## src/rtl/gorev4_surucu.sv

```systemverilog
`default_nettype none
// =============================================================================
// Module   : gorev4_surucu
// Desc     : Feeds a frame of pixels to the histogram core, then collects and
//            checks its 256 result words. GOREV4_TOPLAM_KONTROL_EN adds a
//            count-sum check.
// Revision : 1.0
// =============================================================================
module gorev4_surucu #(
    parameter int PIKSEL_SAYISI  = 76800,
    parameter int PIKSEL_PERIYOT = 6,
    parameter int KELIME_PERIYOT = 6,
    parameter int KELIME_OFSET   = 3
) (
    input  logic        clk_i,
    input  logic        rst_i,
    input  logic [7:0]  piksel_i,
    input  logic        piksel_gecerli_i,
    output logic        piksel_hazir_o,
    output logic        en_o,
    output logic [7:0]  veri_o,
    input  logic        veri_al_i,
    input  logic        veri_gonder_i,
    input  logic [31:0] veri_i,
    input  logic        islem_bitti_i,
    output logic [7:0]  bin_o,
    output logic [23:0] sayi_o,
    output logic        sonuc_gecerli_o,
    output logic        hata_o,
    output logic        toplam_hata_o,
    output logic        bitti_o
);

    typedef enum logic [2:0] {
        BOS   = 3'd0,
        BESLE = 3'd1,
        BEKLE = 3'd2,
        TOPLA = 3'd3,
        BITTI = 3'd4
    } durum_t;

    localparam logic [16:0] c_piksel_son  = 17'(PIKSEL_SAYISI);
    localparam logic [15:0] c_tut_son     = 16'(PIKSEL_PERIYOT - 1);
    localparam logic [15:0] c_kelime_son  = 16'(KELIME_PERIYOT - 1);
    localparam logic [15:0] c_ofset_ilk   = 16'(KELIME_OFSET - 1);
    localparam logic        c_tek_cevrim  = (PIKSEL_PERIYOT == 1);

    durum_t      r_durum;
    logic [15:0] r_tut_say;
    logic [16:0] r_piksel_say;
    logic [15:0] r_kelime_say;
    logic [7:0]  r_beklenen;
    logic        r_vg_d;
    logic        r_hazir;
    logic        r_en;
    logic [7:0]  r_veri;
    logic [7:0]  r_bin;
    logic [23:0] r_sayi;
    logic        r_gecerli;
    logic        r_hata;
    logic        r_bitti;

    logic w_son_piksel;
    logic w_sonraki_son;
    logic w_iptal;
    logic w_ornek;
    logic w_son_kelime;
    logic w_unused;

    assign w_son_piksel  = (r_piksel_say == c_piksel_son);
    assign w_sonraki_son = ((r_piksel_say + 17'd1) == c_piksel_son);
    // A falling veri_gonder_i aborts collection and takes priority over a sample.
    assign w_iptal       = (r_durum == TOPLA) && r_vg_d && !veri_gonder_i;
    assign w_ornek       = (r_durum == TOPLA) && !w_iptal && (r_kelime_say == 16'd0);
    assign w_son_kelime  = w_ornek && (r_beklenen == 8'hFF);

    // The core's pixel request is observed only; feeding never waits on it.
    assign w_unused      = &{1'b0, veri_al_i};

    always_ff @(posedge clk_i) begin
        if (rst_i) begin
            r_durum      <= BOS;
            r_tut_say    <= 16'd0;
            r_piksel_say <= 17'd0;
            r_kelime_say <= 16'd0;
            r_beklenen   <= 8'd0;
            r_vg_d       <= 1'b0;
            r_hazir      <= 1'b0;
            r_en         <= 1'b0;
            r_veri       <= 8'd0;
            r_bin        <= 8'd0;
            r_sayi       <= 24'd0;
            r_gecerli    <= 1'b0;
            r_hata       <= 1'b0;
            r_bitti      <= 1'b0;
        end else begin
            r_vg_d    <= veri_gonder_i;
            r_gecerli <= 1'b0;
            case (r_durum)
                BOS: begin
                    r_hazir <= 1'b1;
                    if (piksel_gecerli_i && r_hazir) begin
                        r_veri       <= piksel_i;
                        r_en         <= 1'b1;
                        r_tut_say    <= 16'd0;
                        r_piksel_say <= r_piksel_say + 17'd1;
                        r_hazir      <= c_tek_cevrim && !w_sonraki_son;
                        r_durum      <= BESLE;
                    end
                end
                BESLE: begin
                    if (r_tut_say != c_tut_son) begin
                        r_tut_say <= r_tut_say + 16'd1;
                        r_hazir   <= ((r_tut_say + 16'd1) == c_tut_son) && !w_son_piksel;
                    end else if (w_son_piksel) begin
                        r_durum <= BEKLE;
                        r_en    <= 1'b1;
                        r_hazir <= 1'b0;
                    end else if (piksel_gecerli_i) begin
                        r_veri       <= piksel_i;
                        r_en         <= 1'b1;
                        r_tut_say    <= 16'd0;
                        r_piksel_say <= r_piksel_say + 17'd1;
                        r_hazir      <= c_tek_cevrim && !w_sonraki_son;
                    end else begin
                        // Stalled: hold pixel and counter, keep ready, idle the core.
                        r_en <= 1'b0;
                    end
                end
                BEKLE: begin
                    r_en    <= 1'b1;
                    r_hazir <= 1'b0;
                    if (veri_gonder_i || islem_bitti_i) begin
                        r_durum      <= TOPLA;
                        r_kelime_say <= c_ofset_ilk;
                        r_beklenen   <= 8'd0;
                    end
                end
                TOPLA: begin
                    if (w_iptal) begin
                        r_hata  <= 1'b1;
                        r_en    <= 1'b0;
                        r_bitti <= 1'b1;
                        r_durum <= BITTI;
                    end else if (w_ornek) begin
                        r_bin        <= veri_i[31:24];
                        r_sayi       <= veri_i[23:0];
                        r_gecerli    <= 1'b1;
                        r_beklenen   <= r_beklenen + 8'd1;
                        r_kelime_say <= c_kelime_son;
                        if (veri_i[31:24] != r_beklenen) begin
                            r_hata <= 1'b1;
                        end
                        if (w_son_kelime) begin
                            r_en    <= 1'b0;
                            r_bitti <= 1'b1;
                            r_durum <= BITTI;
                        end
                    end else begin
                        r_kelime_say <= r_kelime_say - 16'd1;
                    end
                end
                BITTI: begin
                    r_en    <= 1'b0;
                    r_hazir <= 1'b0;
                    r_bitti <= 1'b1;
                end
                default: begin
                    r_durum <= BOS;
                end
            endcase
        end
    end

`ifdef GOREV4_TOPLAM_KONTROL_EN
    localparam logic [31:0] c_toplam_hedef = 32'(PIKSEL_SAYISI);

    logic [31:0] r_toplam;
    logic        r_toplam_hata;
    logic [31:0] w_toplam_sonraki;

    assign w_toplam_sonraki = r_toplam + {8'd0, veri_i[23:0]};

    always_ff @(posedge clk_i) begin
        if (rst_i) begin
            r_toplam      <= 32'd0;
            r_toplam_hata <= 1'b0;
        end else begin
            if (w_ornek) begin
                r_toplam <= w_toplam_sonraki;
            end
            if (w_son_kelime) begin
                r_toplam_hata <= r_toplam_hata | (w_toplam_sonraki != c_toplam_hedef);
            end else if (w_iptal) begin
                r_toplam_hata <= r_toplam_hata | (r_toplam != c_toplam_hedef);
            end
        end
    end

    assign toplam_hata_o = r_toplam_hata;
`else
    assign toplam_hata_o = 1'b0;
`endif

    assign piksel_hazir_o  = r_hazir;
    assign en_o            = r_en;
    assign veri_o          = r_veri;
    assign bin_o           = r_bin;
    assign sayi_o          = r_sayi;
    assign sonuc_gecerli_o = r_gecerli;
    assign hata_o          = r_hata;
    assign bitti_o         = r_bitti;

endmodule
`default_nettype wire

```

## config.mk

```make
export PLATFORM = sky130hd
export DESIGN_NAME = gorev4_surucu
export DESIGN_NICKNAME = d
export VERILOG_FILES = /design/src/rtl/gorev4_surucu.sv
export SDC_FILE = /design/constraint.sdc
export NUM_CORES = 1
export LEC_CHECK = 0
export ABC_CLOCK_PERIOD_IN_PS = 6600
export CAP_MARGIN = 15
export CORE_AREA = 2 2 89 177
export CTS_CLUSTER_DIAMETER = 80
export DETAILED_ROUTE_END_ITERATION = 10
export DIE_AREA = 0 0 91 179
export PLACE_DENSITY_LB_ADDON = 0.2
export SYNTH_ARGS = -nofsm -noshare
export SYNTH_HDL_FRONTEND = slang
export SYNTH_SLANG_ARGS = --single-unit
```

## constraint.sdc

```tcl
create_clock -name clk_i -period 6.6 [get_ports clk_i]
set_clock_uncertainty 0.1 [all_clocks]
set_input_delay 1.32 -clock clk_i [delete_from_list [all_inputs] [get_ports clk_i]]
set_output_delay 1.32 -clock clk_i [all_outputs]
set_load 0.01 [all_outputs]
```

; Yosys cells after proc, flatten, opt, wreduce, memory -nomap -nowiden
; Index checks and enable logic that the tools add are counted.
[totals]
output_inout_bits = 46
reg_bits = 106
ram_bits = 0
in_bits = 46
wordCells = 127
memories = 0
latch_bits = 0
romBits = 0
[classes]
bitwise_logic = 3
n_mux = 52
add_sub_neg = 4
eq_ne = 22
n_shift = 0
n_reduce_logical = 32
div_mod_pow = 0
order_cmp = 0
mul = 0
[ops]
columns = op, count
row1 = 16-bit 2-to-1 mux, 7
row2 = 17-bit 2-to-1 mux, 4
row3 = 16-bit case mux with 2 select lines, 2
row4 = 8-bit 2-to-1 mux, 7
row5 = 17-bit case mux with 2 select lines, 1
row6 = 8-bit case mux with 2 select lines, 2
row7 = 3-bit 2-to-1 mux, 7
row8 = 1-bit 2-to-1 mux, 18
row9 = "17-bit by 1-bit adder with 17-bit output, second input constant", 1
row10 = "17-bit equality test, second input constant", 1
row11 = "16-bit by 1-bit adder with 16-bit output, second input constant", 1
row12 = "16-bit by 3-bit equality test with 1-bit output, second input constant", 1
row13 = 16-bit zero test, 1
row14 = "16-bit by 3-bit inequality test with 1-bit output, second input constant", 1
row15 = "2-bit inequality test, second input constant", 8
row16 = "16-bit by 1-bit subtractor with 16-bit output, second input constant", 1
row17 = 3-bit case mux with 5 select lines, 1
row18 = "3-bit inequality test, second input constant", 4
row19 = 3-bit AND reduction, 4
row20 = 5-bit AND reduction, 2
row21 = 2-bit nonzero test, 5
row22 = "8-bit by 1-bit adder with 8-bit output, second input constant", 1
row23 = "8-bit equality test, second input constant", 1
row24 = 8-bit inequality test, 1
row25 = 19 further kinds, 31

; Depth between registers and ports, before layout
; Gate-level depths: netlist of the first run.
[depth]
word_depth = 11
depth_mapped = 10
ltp_nobuf = 8

; Least setup slack after synthesis of the first run
; No wires, ideal clock.
[synth_path]
path_type = input to register
startpoint = in piksel_gecerli_i
endpoint = reg r_tut_say[5]
t_required_ps = 6368
n_path_buf = 1
slack_ps = 3742
cell_stages = 7
arrival_ps = 2625
setup_time_ps = 132
path_cell_list = a21oi_1 > or3_1 > a221oi_4 > buf_2 > nand2_1 > nand3_1 > a21oi_1
[synth_via]
elab_chain_len = 3
word_cells_on_any_way = 4
classes_between = eq/ne: 2 / reduce/logical: 2
[synth_lines]
columns = element, line_no
row1 = from (decl), 18  ; input logic piksel_gecerli_i,
row2 = 1-bit logical AND, 102  ; if (piksel_gecerli_i && r_hazir) begin
row3 = 2-bit inequality test (no source line), -
row4 = 4-bit AND reduction (no source line) *, -
row5 = to (signal assigned), 113  ; r_tut_say <= r_tut_say + 16'd1;
row6 = to (decl), 49  ; logic [15:0] r_tut_say;
; Every way passes the cells marked *; elsewhere a longest branch is shown, timed or not.
; A chain may end at the register's enable or synchronous reset.

; Worst setup path after layout of the first run
[layout_path]
startpoint = in piksel_gecerli_i
endpoint = reg r_tut_say[8]
; The elaborated chain is that of the path after synthesis.

==> results of run 1 <==
routing by layer:
| layer | vias up | global-route usage (%) |
|---|---|---|
| li1 | 2397 | - |
| met2 | 99 | 25.03 |
| met5 | - | 0 |
| met4 | 0 | 5.177 |
| met1 | 2183 | 20.45 |
| met3 | 13 | 3.405 |
layout make-up:
class / count / area, um2 / area share (%)
inverter: 12 / 45.04 / 0.6952
timing repair buffer: 93 / 915.9 / 14.14
clock buffer: 9 / 225.2 / 3.476
sequential: 106 / 2122 / 32.75
multi-input combinational: 489 / 2830 / 43.68
clock inverter: 7 / 92.59 / 1.429
tap: 198 / 247.7 / 3.824
stage by stage:
step           area (um2)  util, %  hold WS (ns)  cells
2_1_floorplan        5174        -        0.3618    647
3_3_place_gp         6161    40.92        0.3355    898
3_5_place_dp         6161    40.92        0.3479    898
4_1_cts              6479    43.04        0.3561    914
5_1_grt              6479    43.04        0.3769    914
6_report             6479    43.04        0.3542    914
worst min-delay path by stage:
stage,start,endpoint,cells after the start
global route,bin_o[7],bin_o[7],2
finish,veri_o[1],veri_o[1],2
floorplan,r_piksel_say[1],r_piksel_say[1],2
detailed placement,veri_o[1],veri_o[1],2
CTS,veri_o[1],veri_o[1],2
global placement,bitti_o,bitti_o,2
Yosys cell counts, types with 8 or more instances:
| library cell | count | area share, % |
|---|---|---|
| and3_1 | 13 | 1.6 |
| clkbuf_1 | 25 | 1.8 |
| or3_1 | 13 | 1.6 |
| dfxtp_1 | 106 | 41 |
| xor2_1 | 20 | 3.4 |
| nand2_1 | 113 | 8.2 |
| inv_1 | 10 | 0.73 |
| nand4_1 | 22 | 2.7 |
| nor3_1 | 15 | 1.5 |
| nand3_1 | 22 | 2.1 |
| a21oi_1 | 69 | 6.7 |
| nor2_1 | 57 | 4.1 |
| o21ai_0 | 12 | 1.2 |
| buf_2 | 9 | 0.87 |
| ha_1 | 8 | 1.9 |
| xnor2_1 | 15 | 2.5 |
cell families (layout without fill, tap and decap cells):
kind of cell / after synthesis / count (layout) / share of synthesized area, %
compound gates: 136 / 136 / 16.86
flops: 106 / 106 / 41.02
fa+ha+maj: 8 / 8 / 1.935
buf+inv: 52 / 121 / 4.280
other cells: 1 / 1 / 0.07248
mux: 4 / 4 / 0.7981
simple gates: 305 / 305 / 29.12
xor+xnor: 35 / 35 / 5.925
state kept, by name, indices dropped and copies added (netlist names), 3 cells and up:
signal        cells
r_kelime_say     16
r_tut_say        16
r_durum           3
r_piksel_say     17
bin_o             8
veri_o            8
r_beklenen        8
sayi_o           24
worst max-delay path, delay by kind of cell:
kind | cells | cell delay [ns]
simple gates | 3 | 1.00
compound gates | 3 | 0.87
buf+inv | 1 | 0.53
report_power, final:
group          total [mW]  switching, mW  internal, mW
combinational       0.116         0.0618        0.0542
clock               0.571          0.265         0.305
sequential          0.658        0.00961         0.648
==> results.toml, run 1 <==
[critical_path]
cpPeakStageDelay_ns = 0.59
startpoint = "piksel_gecerli_i"
required_ns = 6.74
worstSetupEndpointType = "flop"
r2r_cells = 7
r2r-end = "r_tut_say[8]"
critical_path.startpoint_type = "primary input"
r2r-start = "r_tut_say[0]"
crit_end = "r_tut_say[8]"
worst-r2r-setup-slack_ns = 3.58
cp.arrival_ns = 3.72
crit_type = "in2reg"
slowest_stage = "a221oi_4"
cp_max_fo = 18
path_cells = "clkdlybuf4s50_1 > a21oi_1 > or3_1 > a221oi_4 > and2_1 > nor2_1 > o21a_1"

[cts]
cts_resized = 0
clockBufferDepth = 2
htree_levels = 3
cts_root_buf = "clkbuf_16"
cts_made_buffers = 9
clk_latency_ns = 0.35
cts_tree = "done"
cts_setup_buffers = 0
cts.sinks = 106
cts.clk_slew.worst_paths_ns = 0.07
cts-hold-fix-buffers = 0

[global_routing]
grt_use_total_pct = 15.48
gr-total-overflow = 0
grt_max_degree = 83
grt_pass1_wl_um = 20990
antenna_found_initial = 0
grt_pass1_vias = 4377

[synth]
ys_types = 73
synth_cells = 647
synth_nets = 701
ys.flop_type = "dfxtp_1"
postSynthAreaPerCell_um2 = 7.996
synth_edf_count = 0
yosysSeqAreaShare_pct = 41.02
syn_area_um2 = 5174
ys_ff_latch = 106
async_flop_share_pct = 0
yosysWarnings = 0

[floorplanning]
coreArea_um2 = 15050
ios = 92
die_h_um = 179
die_area_um2 = 16290
start_util_pct = 34.37
row_count = 64
fp.dieW_um = 91

[place]
place_ws_ns = 2.652
place_hpwl_um = 8770
io_buffers = 89
gp_congestion = 0.8476

[pwr]
power.total_mw = 1.345
leakagePower_nw = 2.222
p_per_area_nw_per_um2 = 207.5
peakVddDrop_mv = 0.1222

[sta]
finalWorstSetupSlack_ns = 3.020
rsz0062_at_grt = "false"
hold_viol = 0
finalSetupViolCount = 0
worst_pin_slew_ns = 0.9083
max_freq_mhz = 279.3
maxSlewHeadroom_pct = 39.22
period_needed_ns = 3.580
slew_viol_final = 0
tns_ns = 0
finalCritPeriodShare_pct = 54.25

[min_path]
hp-class = "reg2reg"

[finish]
n_fill_cell = 1589
final_common_cell = "nand2_1"
syn_to_final_growth_pct = 25.22
fin_nets = 765
antenna_cells = 0
drive_above_1_share_pct = 5.307
layout_common_cells = "nand2_1, dfxtp_1, clkdlybuf4s50_1"

[route]
wl_per_cell_um = 13.82
vias = 4692
drt-initial-drc-count = 223
wl_met1_um = 5900
wl_met2_um = 5890
drc = 0
wl_met3_um = 660
ant_nets = 0
dr.pass1.iters = 4
drt_wl_total_um = 12630
top_layer_used = "met4"
vias_per_cell = 5.133

[run]
max_cap_violations = 0

[run_status]
status = "complete, no violations"
No activity file was read; power rests on OpenSTA's default activity.
==> inputs of run 2 (changes only) <==
- ABC_CLOCK_PERIOD_IN_PS: 6600 -> 2900
- clock period: 6.6 -> 2.9 ns (I/O delays scaled with it)
==> run 2 against run 1 <==
First-iteration DRC count shrank 10%. Critical path depth grew 2. Via count grew 1.1%. Global-route usage grew 0.31 points. Cell count grew 1.9%. Worst hold slack gained 0.00073 ns. Design area grew 2.2%.
==> results.toml, run 2 (same netlist as run 1, synthesis figures left out) <==
[cts]
cts_root_buf = "clkbuf_16"
cts-hold-fix-buffers = 0
cts.sinks = 106
cts_setup_buffers = 0
cts_made_buffers = 9
cts_resized = 0
cts.clk_slew.worst_paths_ns = 0.07
cts_tree = "done"
htree_levels = 3
clk_latency_ns = 0.35
clockBufferDepth = 2

[sta]
hold_viol = 0
slew_viol_final = 0
tns_ns = 0
rsz0062_at_grt = "false"
period_needed_ns = 2.618
worst_pin_slew_ns = 0.6542
finalCritPeriodShare_pct = 90.27
maxSlewHeadroom_pct = 55.99
max_freq_mhz = 382.0
whs_ns = 0.3549
finalSetupViolCount = 0
finalWorstSetupSlack_ns = 0.2823

[critical_path]
worst-r2r-setup-slack_ns = 0.28
crit_type = "reg2reg"
cp.arrival_ns = 2.74
r2r_cells = 9
critical_path.startpoint_type = "flop"
required_ns = 3.02
r2r-start = "r_tut_say[1]"
cp_max_fo = 10
worstSetupEndpointType = "flop"
r2r-end = "r_tut_say[5]"

[min_path]
worstHoldStart = "veri_o[5]"
hp-class = "reg2reg"
min_path_cells = 2
holdPathEnd = "veri_o[5]"

[place]
place_ws_ns = 0.09690
place_hpwl_um = 8951
io_buffers = 89
dpl_cell_area_um2 = 6301
gp_congestion = 0.8801

[floorplanning]
die_area_um2 = 16290
die_h_um = 179
coreArea_um2 = 15050
fp.dieW_um = 91
ios = 92
start_util_pct = 34.37
row_count = 64

[finish]
final_area_um2 = 6621
n_fill_cell = 1558
layout_common_cells = "nand2_1, dfxtp_1, clkdlybuf4s50_1"
fin_nets = 782
syn_to_final_growth_pct = 27.98
final_common_cell = "nand2_1"
antenna_cells = 0
drive_above_1_share_pct = 7.503
largest_register_ffs = 24

[global_routing]
antenna_found_initial = 0
grt_pass1_wl_um = 21220
grt_use_total_pct = 15.79
grt_max_degree = 48
grt_pass1_vias = 4399
gr-total-overflow = 0

[pwr]
peakVddDrop_mv = 0.2462
leakagePower_nw = 2.310
p_per_area_nw_per_um2 = 467.2

[route]
vias_per_cell = 5.093
wl_per_cell_um = 13.60
dr.pass1.iters = 4
ant_nets = 0
drt_wl_total_um = 12660
drt-initial-drc-count = 200
vias = 4742
drc = 0

[run_status]
status = "complete, no violations"

[run]
max_cap_violations = 0
run 2: per-stage QoR:
| stage | utilization (%) | power, mW | std cells |
|---|---|---|---|
| floorplan | - | 1.670 | 647 |
| global placement | 41.86 | 1.817 | 915 |
| detailed placement | 41.86 | 1.818 | 915 |
| CTS | 43.98 | 3.144 | 931 |
| global route | 43.98 | 3.238 | 931 |
| finish | 43.98 | 3.093 | 931 |
run 2: critical path: stages (launching register included):
cell,delay [ns]
dfxtp_1,0.39
inv_1,0.11
ha_1,0.15
nor4bb_1,0.35
nand4_1,0.25
a221oi_4,0.48
buf_4,0.19
nand2_1,0.24
nand3_1,0.17
a21oi_1,0.07
run 2: layout make-up:
| class | instances | area [um2] | area share (%) |
|---|---|---|---|
| Inverter | 12 | 45.04 | 0.6803 |
| Clock buffer | 10 | 239.0 | 3.609 |
| Clock inverter | 6 | 81.33 | 1.228 |
| Tap cell | 198 | 247.7 | 3.742 |
| Sequential cell | 106 | 2122 | 32.05 |
| Timing Repair Buffer | 110 | 1056 | 15.95 |
| Multi-Input combinational cell | 489 | 2830 | 42.74 |
run 2: routing by layer:
| layer | GRT usage [%] | wire (um) | vias to the layer above |
|---|---|---|---|
| met2 | 24.78 | 5843 | 106 |
| met1 | 20.71 | 5908 | 2185 |
| met5 | 0 | 0 | - |
| met3 | 4.456 | 659 | 20 |
| li1 | - | - | 2431 |
| met4 | 5.682 | 247 | 0 |
run 2: where the power goes:
group / total, mW / internal, mW / switching (mW)
registers: 1.49 / 1.48 / 0.0176
logic: 0.289 / 0.139 / 0.150
clock network: 1.31 / 0.713 / 0.598
run 2: worst max path at each step:
| stage | cells after the start | slack (ns) | from | end |
|---|---|---|---|---|
| floorplan | 9 | 0.62 | r_tut_say[1] | r_tut_say[5] |
| global placement | 8 | 0.11 | piksel_gecerli_i | r_tut_say[5] |
| detailed placement | 8 | 0.1 | piksel_gecerli_i | r_tut_say[5] |
| CTS | 9 | 0.26 | r_tut_say[1] | r_tut_say[5] |
| global route | 7 | 0.06 | r_tut_say[1] | piksel_hazir_o |
| finish | 9 | 0.28 | r_tut_say[1] | r_tut_say[5] |
==> inputs of run 3 (changes only) <==
- DONT_BUFFER_PORTS: unset -> 1
==> run 3 against run 2 <==
Highest routed layer unchanged. Sequential power is essentially flat. Setup slack gained 0.019 ns. Cell count shrank 10%.
==> results.toml, run 3 (same netlist as run 1, synthesis figures left out) <==
[critical_path]
path_cells = "inv_1 > ha_1 > nor4bb_1 > nand4_1 > a221oi_4 > nand3_1 > or3_1 > a21oi_1"
worstSetupEndpointType = "flop"
path_delay_family = "simple AND/OR/NAND/NOR gates"
crit_type = "reg2reg"
cp_max_fo = 9
slowest_stage = "a221oi_4"
path_buf_inv = 1
required_ns = 3.08
critical_path.startpoint_type = "flop"
cp.arrival_ns = 2.78
cpPeakStageDelay_ns = 0.49

[cts]
cts.clk_slew.worst_paths_ns = 0.08
clk_latency_ns = 0.35
htree_levels = 3
cts_resized = 0
cts-hold-fix-buffers = 0
cts_root_buf = "clkbuf_16"
clockBufferDepth = 2
cts_made_buffers = 9
cts_tree = "done"
cts.sinks = 106
cts_setup_buffers = 0

[place]
place_ws_ns = 0.3101
place_hpwl_um = 8389
gp_congestion = 0.7995
io_buffers = 0
dp.cells = 822

[sta]
worst_pin_slew_ns = 0.5459
period_needed_ns = 2.598
tns_ns = 0
finalWorstSetupSlack_ns = 0.3015
slew_viol_final = 0
finalSetupViolCount = 0
max_freq_mhz = 384.8
hold_viol = 0
finalCritPeriodShare_pct = 89.60
rsz0062_at_grt = "false"
maxSlewHeadroom_pct = 63.47

[global_routing]
grt_pass1_vias = 3925
antenna_found_initial = 0
grt_use_total_pct = 14.65
gr-total-overflow = 0
grt_max_degree = 84
grt_pass1_wl_um = 19740

[route]
wl_per_cell_um = 14.33
dr.pass1.iters = 4
wl_met1_um = 5596
top_layer_used = "met4"
drt_wl_total_um = 12010
drc = 0
wl_met2_um = 5508
ant_nets = 0
vias = 4371
vias_per_cell = 5.216
drt-initial-drc-count = 207
wl_met3_um = 741

[finish]
layout.area.seq_um2 = 2122
fin_nets = 689
largest_register_ffs = 24
n_fill_cell = 1599
syn_to_final_growth_pct = 10.01
antenna_cells = 0
final_common_cell = "nand2_1"
multi_input_area_um2 = 2830
drive_above_1_share_pct = 7.813
layout_common_cells = "nand2_1, dfxtp_1, a21oi_1"
final_cells = 838

[floorplanning]
die_area_um2 = 16290
ios = 92
start_util_pct = 34.37
die_h_um = 179
coreArea_um2 = 15050
row_count = 64
fp.dieW_um = 91

[min_path]
hp-class = "in2reg"

[pwr]
power.total_mw = 2.968
p_per_area_nw_per_um2 = 521.5
peakVddDrop_mv = 0.2654
leakagePower_nw = 1.957

[run_status]
status = "complete, no violations"

[run]
max_cap_violations = 0
[run 3: cell count changes in the layout (fill, tap and decap cells not counted), moves of 2 or more]
| cell | delta |
|---|---|
| inv_8 | +2 |
| buf_4 | -3 |
| inv_6 | -2 |
| clkdlybuf4s50_1 | -88 |
[run 3: area by class of cell]
| cell class | count | area share, % |
|---|---|---|
| clock buffers | 9 | 3.957 |
| flip-flops and latches | 106 | 37.28 |
| multi-input cells | 489 | 49.73 |
| repair buffers | 17 | 2.242 |
| inverters | 12 | 0.7914 |
| well taps | 198 | 4.353 |
| clock inverters | 7 | 1.649 |
[run 3: metrics by stage]
stage / hold WS (ns) / utilization (%) / area [um2]
2_1_floorplan: 0.3618 / - / 5174
3_3_place_gp: 0.3731 / 35.69 / 5373
3_5_place_dp: 0.3718 / 35.69 / 5373
4_1_cts: 0.1810 / 37.81 / 5692
5_1_grt: 0.1696 / 37.81 / 5692
6_report: 0.1911 / 37.81 / 5692
[run 3: report_power, final]
part	switching [mW]	internal, mW	leakage (nW)	total [mW]
logic	0.105	0.0625	0.948	0.168
clock network	0.604	0.695	0.153	1.30
registers	0.0263	1.48	0.856	1.50
[run 3: final timing paths]
| check | depth (start not counted) | startpoint | end | slack [ns] |
|---|---|---|---|---|
| max | 8 | r_tut_say[1] | r_piksel_say[12] | 0.30 |
| min | 1 | rst_i | veri_o[4] | 0.19 |
| max reg2reg | 8 | r_tut_say[1] | r_piksel_say[12] | 0.30 |
| min reg2reg | 2 | r_piksel_say[1] | r_piksel_say[1] | 0.38 |
[run 3: layer usage]
metal  vias to the layer above  track usage, %
li1                       2255               -
met1                      2016           19.74
met2                        86           22.59
met3                        14           4.245
met4                         0           4.609
met5                         -               0
